## config.mk

```make
export PLATFORM = sky130hd
export DESIGN_NAME = elevator_scan_ctrl
export DESIGN_NICKNAME = d
export VERILOG_FILES = /design/src/rtl/elevator_pkg.sv /design/src/rtl/elevator_tick_gen.sv /design/src/rtl/elevator_scan_ctrl.sv
export SDC_FILE = /design/constraint.sdc
export NUM_CORES = 1
export LEC_CHECK = 0
export CAP_MARGIN = 20
export CORE_ASPECT_RATIO = 0.75
export CORE_MARGIN = 1.5
export CORE_UTILIZATION = 35
export DETAILED_ROUTE_END_ITERATION = 16
export GPL_ROUTABILITY_DRIVEN = 0
export GPL_TIMING_DRIVEN = 0
export SYNTH_ARGS = -nofsm -noshare
export SYNTH_HDL_FRONTEND = slang
export SYNTH_SLANG_ARGS = --single-unit
```

## constraint.sdc

```tcl
create_clock -name clk -period 3.3 [get_ports clk]
set_input_delay 0.495 -clock clk [delete_from_list [all_inputs] [get_ports clk]]
set_output_delay 0.495 -clock clk [all_outputs]
set_load 0.005 [all_outputs]
```

## src/rtl/elevator_pkg.sv

```systemverilog
// Shared types, default parameters and call-search helper for the SCAN elevator controller.
package elevator_pkg;

   typedef enum logic [2:0] {
      ST_IDLE,
      ST_MOVE_UP,
      ST_MOVE_DOWN,
      ST_DOOR_OPEN,
      ST_HALT_WEIGHT,
      ST_RESCUE
   } state_t;

   localparam int MAX_FLOORS       = 16;
   localparam int DEF_NUM_FLOORS   = 8;
   localparam int DEF_FLOOR_W      = 4;
   localparam int DEF_TICK_DIV     = 25000000;
   localparam int DEF_TRAVEL_TICKS = 1;
   localparam int DEF_DOOR_TICKS   = 3;

   // True when any call lies strictly above (above=1) or strictly below (above=0) the given floor.
   function automatic logic calls_beyond(input logic [MAX_FLOORS-1:0] calls,
                                         input int                    floor,
                                         input logic                  above);
      logic [MAX_FLOORS-1:0] mask;
      for (int i = 0; i < MAX_FLOORS; i++) begin
         mask[i] = above ? (i > floor) : (i < floor);
      end
      return |(calls & mask);
   endfunction

endpackage

```

## src/rtl/elevator_tick_gen.sv

```systemverilog
// Free-running prescaler: one-clk tick every TICK_DIV clocks, counting from reset.
module elevator_tick_gen
   import elevator_pkg::*;
#(
   parameter int TICK_DIV = DEF_TICK_DIV
) (
   input  logic clk,
   input  logic reset,
   output logic tick
);

   localparam int            CW   = $clog2(TICK_DIV);
   localparam logic [CW-1:0] LAST = CW'(TICK_DIV - 1);

   logic [CW-1:0] count_reg;

   // Count 0..TICK_DIV-1 and wrap; never resynchronised by anything but reset.
   always_ff @(posedge clk or posedge reset) begin
      if (reset) begin
         count_reg <= '0;
      end else if (count_reg == LAST) begin
         count_reg <= '0;
      end else begin
         count_reg <= count_reg + 1'b1;
      end
   end

   assign tick = (count_reg == LAST);

endmodule

```

## src/rtl/elevator_scan_ctrl.sv

```systemverilog
// SCAN-ordered elevator controller with timed door, over-weight hold and rescue override.
module elevator_scan_ctrl
   import elevator_pkg::*;
#(
   parameter int NUM_FLOORS   = DEF_NUM_FLOORS,
   parameter int FLOOR_W      = DEF_FLOOR_W,
   parameter int TICK_DIV     = DEF_TICK_DIV,
   parameter int TRAVEL_TICKS = DEF_TRAVEL_TICKS,
   parameter int DOOR_TICKS   = DEF_DOOR_TICKS
) (
   input  logic                  clk,
   input  logic                  reset,
   input  logic                  on,
   input  logic                  req_valid,
   input  logic [FLOOR_W-1:0]    req_floor,
   input  logic                  over_weight,
   input  logic                  rescue,
   output logic [FLOOR_W-1:0]    current_floor,
   output logic [NUM_FLOORS-1:0] pending,
   output logic                  up,
   output logic                  down,
   output logic                  open_door,
   output logic                  weight_alert,
   output logic                  responce_rescue
);

   localparam int                 TW          = $clog2(TRAVEL_TICKS + 1);
   localparam int                 DW          = $clog2(DOOR_TICKS + 1);
   localparam logic [TW-1:0]      TRAVEL_LAST = TW'(TRAVEL_TICKS - 1);
   localparam logic [DW-1:0]      DOOR_LAST   = DW'(DOOR_TICKS - 1);
   localparam logic [FLOOR_W-1:0] TOP_FLOOR   = FLOOR_W'(NUM_FLOORS - 1);

   state_t                  state_reg, state_next;
   logic [FLOOR_W-1:0]      floor_reg, floor_next;
   logic [NUM_FLOORS-1:0]   pending_reg, pending_next;
   logic                    dir_up_reg, dir_up_next;
   logic [TW-1:0]           travel_reg, travel_next;
   logic [DW-1:0]           door_reg, door_next;
   logic                    up_reg, down_reg, open_reg, weight_reg, rescue_reg;

   logic                    tick;
   logic [FLOOR_W-1:0]      floor_above, floor_below;
   logic [NUM_FLOORS-1:0]   cur_hot, above_hot, below_hot, req_hot;
   logic [NUM_FLOORS-1:0]   set_mask, clr_mask;
   logic                    req_ok, req_here, here_called, call_ahead, call_behind;

   elevator_tick_gen #(
      .TICK_DIV (TICK_DIV)
   ) u_tick_gen (
      .clk   (clk),
      .reset (reset),
      .tick  (tick)
   );

   // Neighbouring floors saturate at the shaft ends so the position can never wrap.
   assign floor_above = (floor_reg == TOP_FLOOR) ? floor_reg : floor_reg + 1'b1;
   assign floor_below = (floor_reg == '0)        ? floor_reg : floor_reg - 1'b1;

   // One-hot floor decodes; an out-of-range req_floor matches no bit and is dropped.
   generate
      for (genvar gi = 0; gi < NUM_FLOORS; gi++) begin : g_floor_dec
         assign cur_hot[gi]   = (floor_reg   == FLOOR_W'(gi));
         assign above_hot[gi] = (floor_above == FLOOR_W'(gi));
         assign below_hot[gi] = (floor_below == FLOOR_W'(gi));
         assign req_hot[gi]   = (req_floor   == FLOOR_W'(gi));
      end
   endgenerate

   // Requests are blocked when disabled, in rescue, or when rescue is being entered this clk.
   assign req_ok      = req_valid && on && (state_reg != ST_RESCUE) && !rescue;
   assign req_here    = req_ok && (req_floor == floor_reg);
   assign here_called = |(pending_reg & cur_hot);
   assign call_ahead  = calls_beyond(MAX_FLOORS'(pending_reg), int'(floor_reg), dir_up_reg);
   assign call_behind = calls_beyond(MAX_FLOORS'(pending_reg), int'(floor_reg), !dir_up_reg);

   // Next-state, position, timer and call-vector logic; rescue overrides everything at the end.
   always_comb begin
      state_next  = state_reg;
      floor_next  = floor_reg;
      dir_up_next = dir_up_reg;
      travel_next = travel_reg;
      door_next   = door_reg;
      set_mask    = req_ok ? req_hot : '0;
      clr_mask    = '0;

      case (state_reg)
         ST_IDLE: begin
            if (on) begin
               if (over_weight) begin
                  state_next = ST_HALT_WEIGHT;
               end else if (here_called) begin
                  state_next = ST_DOOR_OPEN;
                  clr_mask   = cur_hot;
                  door_next  = '0;
               end else if (call_ahead) begin
                  state_next  = dir_up_reg ? ST_MOVE_UP : ST_MOVE_DOWN;
                  travel_next = '0;
               end else if (call_behind) begin
                  dir_up_next = !dir_up_reg;
                  state_next  = dir_up_reg ? ST_MOVE_DOWN : ST_MOVE_UP;
                  travel_next = '0;
               end
            end
         end
         ST_MOVE_UP: begin
            if (tick) begin
               if (travel_reg == TRAVEL_LAST) begin
                  travel_next = '0;
                  floor_next  = floor_above;
                  if (|(pending_reg & above_hot)) begin
                     state_next = ST_DOOR_OPEN;
                     clr_mask   = above_hot;
                     door_next  = '0;
                  end else if (floor_reg == TOP_FLOOR) begin
                     // Nothing left to reach at the top: park instead of pushing on the end stop.
                     state_next = ST_IDLE;
                  end
               end else begin
                  travel_next = travel_reg + 1'b1;
               end
            end
         end
         ST_MOVE_DOWN: begin
            if (tick) begin
               if (travel_reg == TRAVEL_LAST) begin
                  travel_next = '0;
                  floor_next  = floor_below;
                  if (|(pending_reg & below_hot)) begin
                     state_next = ST_DOOR_OPEN;
                     clr_mask   = below_hot;
                     door_next  = '0;
                  end else if (floor_reg == '0) begin
                     state_next = ST_IDLE;
                  end
               end else begin
                  travel_next = travel_reg + 1'b1;
               end
            end
         end
         ST_DOOR_OPEN: begin
            // A call for the floor we are standing at is absorbed by the open door.
            if (req_here) begin
               set_mask = '0;
            end
            if (over_weight) begin
               state_next = ST_HALT_WEIGHT;
            end else if (req_here) begin
               door_next = '0;
            end else if (tick) begin
               if (door_reg == DOOR_LAST) begin
                  state_next = ST_IDLE;
                  door_next  = '0;
               end else begin
                  door_next = door_reg + 1'b1;
               end
            end
         end
         ST_HALT_WEIGHT: begin
            if (req_here) begin
               set_mask = '0;
            end
            if (!over_weight) begin
               state_next = ST_DOOR_OPEN;
               door_next  = '0;
            end
         end
         ST_RESCUE: begin
            if (!rescue) begin
               state_next  = ST_IDLE;
               travel_next = '0;
               door_next   = '0;
            end
         end
         default: begin
            state_next = ST_IDLE;
         end
      endcase

      // Clearing a bit on door opening wins over a same-cycle request for that floor.
      pending_next = (pending_reg | set_mask) & ~clr_mask;

      if (rescue) begin
         state_next   = ST_RESCUE;
         pending_next = '0;
         floor_next   = floor_reg;
         dir_up_next  = dir_up_reg;
         travel_next  = '0;
         door_next    = '0;
      end
   end

   // FSM state register.
   always_ff @(posedge clk or posedge reset) begin
      if (reset) begin
         state_reg <= ST_IDLE;
      end else begin
         state_reg <= state_next;
      end
   end

   // Position, call vector, direction and timers.
   always_ff @(posedge clk or posedge reset) begin
      if (reset) begin
         floor_reg   <= '0;
         pending_reg <= '0;
         dir_up_reg  <= 1'b1;
         travel_reg  <= '0;
         door_reg    <= '0;
      end else begin
         floor_reg   <= floor_next;
         pending_reg <= pending_next;
         dir_up_reg  <= dir_up_next;
         travel_reg  <= travel_next;
         door_reg    <= door_next;
      end
   end

   // Status flags registered from the upcoming state so they line up with it.
   always_ff @(posedge clk or posedge reset) begin
      if (reset) begin
         up_reg     <= 1'b0;
         down_reg   <= 1'b0;
         open_reg   <= 1'b0;
         weight_reg <= 1'b0;
         rescue_reg <= 1'b0;
      end else begin
         up_reg     <= (state_next == ST_MOVE_UP);
         down_reg   <= (state_next == ST_MOVE_DOWN);
         open_reg   <= (state_next == ST_DOOR_OPEN) || (state_next == ST_HALT_WEIGHT);
         weight_reg <= (state_next == ST_HALT_WEIGHT);
         rescue_reg <= (state_next == ST_RESCUE);
      end
   end

   assign current_floor   = floor_reg;
   assign pending         = pending_reg;
   assign up              = up_reg;
   assign down            = down_reg;
   assign open_door       = open_reg;
   assign weight_alert    = weight_reg;
   assign responce_rescue = rescue_reg;

endmodule

```

==> summary.txt <==
Root Driver: clkbuf_16
Power, Total: 1.39 mW
Synth Register Bits: 48
final wirelength: 10900 um
hold_buf cts: 0
Clk pwr share: 0.423
die width: 122 um
post-synthesis adder-cell area fraction: 0.0203
combinational share of power: 0.141
warnings from Yosys: 0
DRC: 0
internal power: 1.04 mW
final setup fails: 0
Fin Clk Skew: 9.19 ps
Worst setup EP type: flip-flop
Async SR Flop Fraction: 1.00
Critical Path RT: 3500 ps
Pre-Repair DR Iteration Count: 5
vias per cell: 5.91
simple-gate share of the synthesized area: 0.278
I/O pin cnt: 27
fraction of power consumed by sequential logic: 0.436
crit path launch type: flip-flop
Synth Area in Compound Gates: 0.234
fin. max-slew vios: 0
Yosys top cell by area: dfrtp_1
Core Region: 10300 um2
Cell variety after synth: 80
final worst path period share: 0.936
Tot GR Track Use: 0.198
Detail Route Antenna Nets: 0
VDD IR max: 219 uV
fmax: 324 MHz
Ant. Diodes: 0
top cell type's share of synthesized area: 0.318
CP startpoint: current_floor[1]$_DFFE_PP0P_
Nets: 496
DP HPWL: 7960 um
port bufs: 25
layout cell share with drive strength beyond 1: 0.158
total CTS buffers: 5
Core Rows: 32
power per cell area: 314 nW/um2
EDFF count, synth: 0
initial antenna violation count: 0
arrival time of the worst setup path: 3290 ps
initial core utilization: 0.359
largest net degree at the start of global routing: 37
P_leak: 1.76 nW
Switching Fraction: 0.253
Worst Hold Class: primary input to asynchronous set/reset pin
R2R depth: 13
mux contribution to synthesized area: 0.0210
worst-path fanout max: 10
first-pass GRT wire length: 17500 um
status: completed
Mapped Nets: 456
Largest register FFs: 25
Reg clk slew, reported paths: 70 ps
CTS tree: done
minimum clock period: 3090 ps
die area: 11200 um2
Area contributors post-synth: dfrtp_1 (32%), a21oi_1 (3.8%), nor2_1 (3.7%)
Mapped Avg Cell Area: 8.40 um2
Switching Power: 0.351 mW
largest family of logic cells by synthesized area: simple AND/OR/NAND/NOR gates
DR vias: 3647
DIE HEIGHT: 92.0 um
sequential cell area fraction in the yosys report: 0.325
Post-Synth XOR/XNOR Area: 0.0592
Congestion Overflow GR: 0
wire per inst: 17.7 um
Max Buffers Root-to-Sink: 2
vias in the first global route: 3313
TNS Setup: 0 ps
Main synth FF type: dfrtp_1
Synth Instances: 440
max cap viols: 0
Netlist Area Pre-Place: 3700 um2
CTS H-tree lvls: 2
type of the worst setup path: flip-flop to flip-flop
slew of the pin with the lowest slew margin: 782 ps
Clock Latency Late Sink: 290 ps
FILL cells: 1021
final-report hold violation count: 0
Layout area overhead: 19.4%
clk sink count: 48
Critical R2R Launch: current_floor[1]$_DFFE_PP0P_
Slew HR: 0.474
initial DRC count: 324
## path summary, 6_finish.rpt
kind | end | slack [ps]
max | up$_DFF_PP0_ | 210
min | down$_DFF_PP0_ | 470
max reg2reg | up$_DFF_PP0_ | 210
min reg2reg | u_tick_gen.count_reg[0]$_DFF_PP0_ | 490
max in group asynchronous | pending[4]$_DFF_PP0_ | 2340
min in group clk | u_tick_gen.count_reg[0]$_DFF_PP0_ | 490
## stage by stage
stage | utilization | setup WS [ps] | cells | cell area (um2) | hold WS, ps
floorplan | - | 384 | 440 | 3700 | 455
global placement | 0.400 | -417 | 601 | 4120 | 478
detailed placement | 0.402 | -478 | 602 | 4140 | 492
CTS | 0.422 | 32.2 | 609 | 4340 | 478
global route | 0.429 | -21.5 | 617 | 4410 | 489
finish | 0.429 | 210 | 617 | 4410 | 470
## cells in the final DEF, fill, tap and decap left out, types with 9 or more instances in the layout
cell type / count
nor2_1: 36
nor3_1: 15
dfrtp_1: 45
buf_4: 10
nand3_1: 20
nand2_1: 33
buf_2: 11
o21ai_0: 25
a21oi_1: 27
clkdlybuf4s50_1: 25
clkbuf_1: 9
xor2_1: 15
inv_1: 16
xnor2_1: 10
## worst max-delay path, cell delays in order, from the launching register on
cell and delay [ps]:
dfrtp_2 470, buf_4 200, inv_1 150, ha_2 250, or3b_1 340, buf_2 180
mux4_2 230, a21oi_2 90, and2_2 240, a211oi_4 220, o21ai_2 110, a2bb2oi_2 250
inv_2 60, nor3_1 210
## area by class of cell
| cell class | count | area (um2) | share of cell area |
|---|---|---|---|
| multi-input cells | 344 | 2300 | 0.522 |
| well taps | 136 | 170 | 0.0385 |
| clock inverters | 3 | 46.3 | 0.0105 |
| repair buffers | 34 | 330 | 0.0748 |
| plain buffers | 27 | 156 | 0.0354 |
| clock buffers | 5 | 125 | 0.0283 |
| flip-flops and latches | 48 | 1200 | 0.273 |
| inverters | 20 | 78.8 | 0.0179 |
## power by group through the flow
stage                     clock, mW  combinational [mW]  sequential [mW]
after floorplan                   0               0.113            0.614
after global placement            0               0.176            0.616
after detailed placement          0               0.179            0.616
after CTS                     0.600               0.180            0.607
after global routing          0.629               0.210            0.606
final                         0.587               0.195            0.605
## logic make-up after synthesis
| kind of cell | after synthesis |
|---|---|
| compound gates | 124 |
| xor+xnor | 25 |
| fa+ha+maj | 6 |
| buf+inv | 48 |
| flops | 48 |
| mux | 6 |
| simple gates | 183 |
## synthesized netlist by cell type, types with 9 or more instances
master / number
buf_2: 13
clkbuf_1: 10
nor3b_1: 9
nand3_1: 20
nor2_1: 36
nand2_1: 33
dfrtp_1: 47
nor3_1: 15
xor2_1: 15
xnor2_1: 10
o21ai_0: 25
inv_1: 18
a21oi_1: 28
## layer usage
metal / vias up / wire, um / GRT usage
li1: 1700 / - / -
met1: 1723 / 5210 / 0.307
met2: 200 / 4450 / 0.266
met3: 24 / 1120 / 0.0535
met4: 0 / 150 / 0.0451
met5: - / 0 / 0
## timing repair
| item | in CTS | in global routing |
|---|---|---|
| setup endpoints to repair | 15 | 13 |
| gates resized for setup | 9 | 4 |
| hold endpoints to repair | 0 | 0 |
| buffers inserted | 0 | 8 |
No activity file was read; power rests on OpenSTA's default activity.
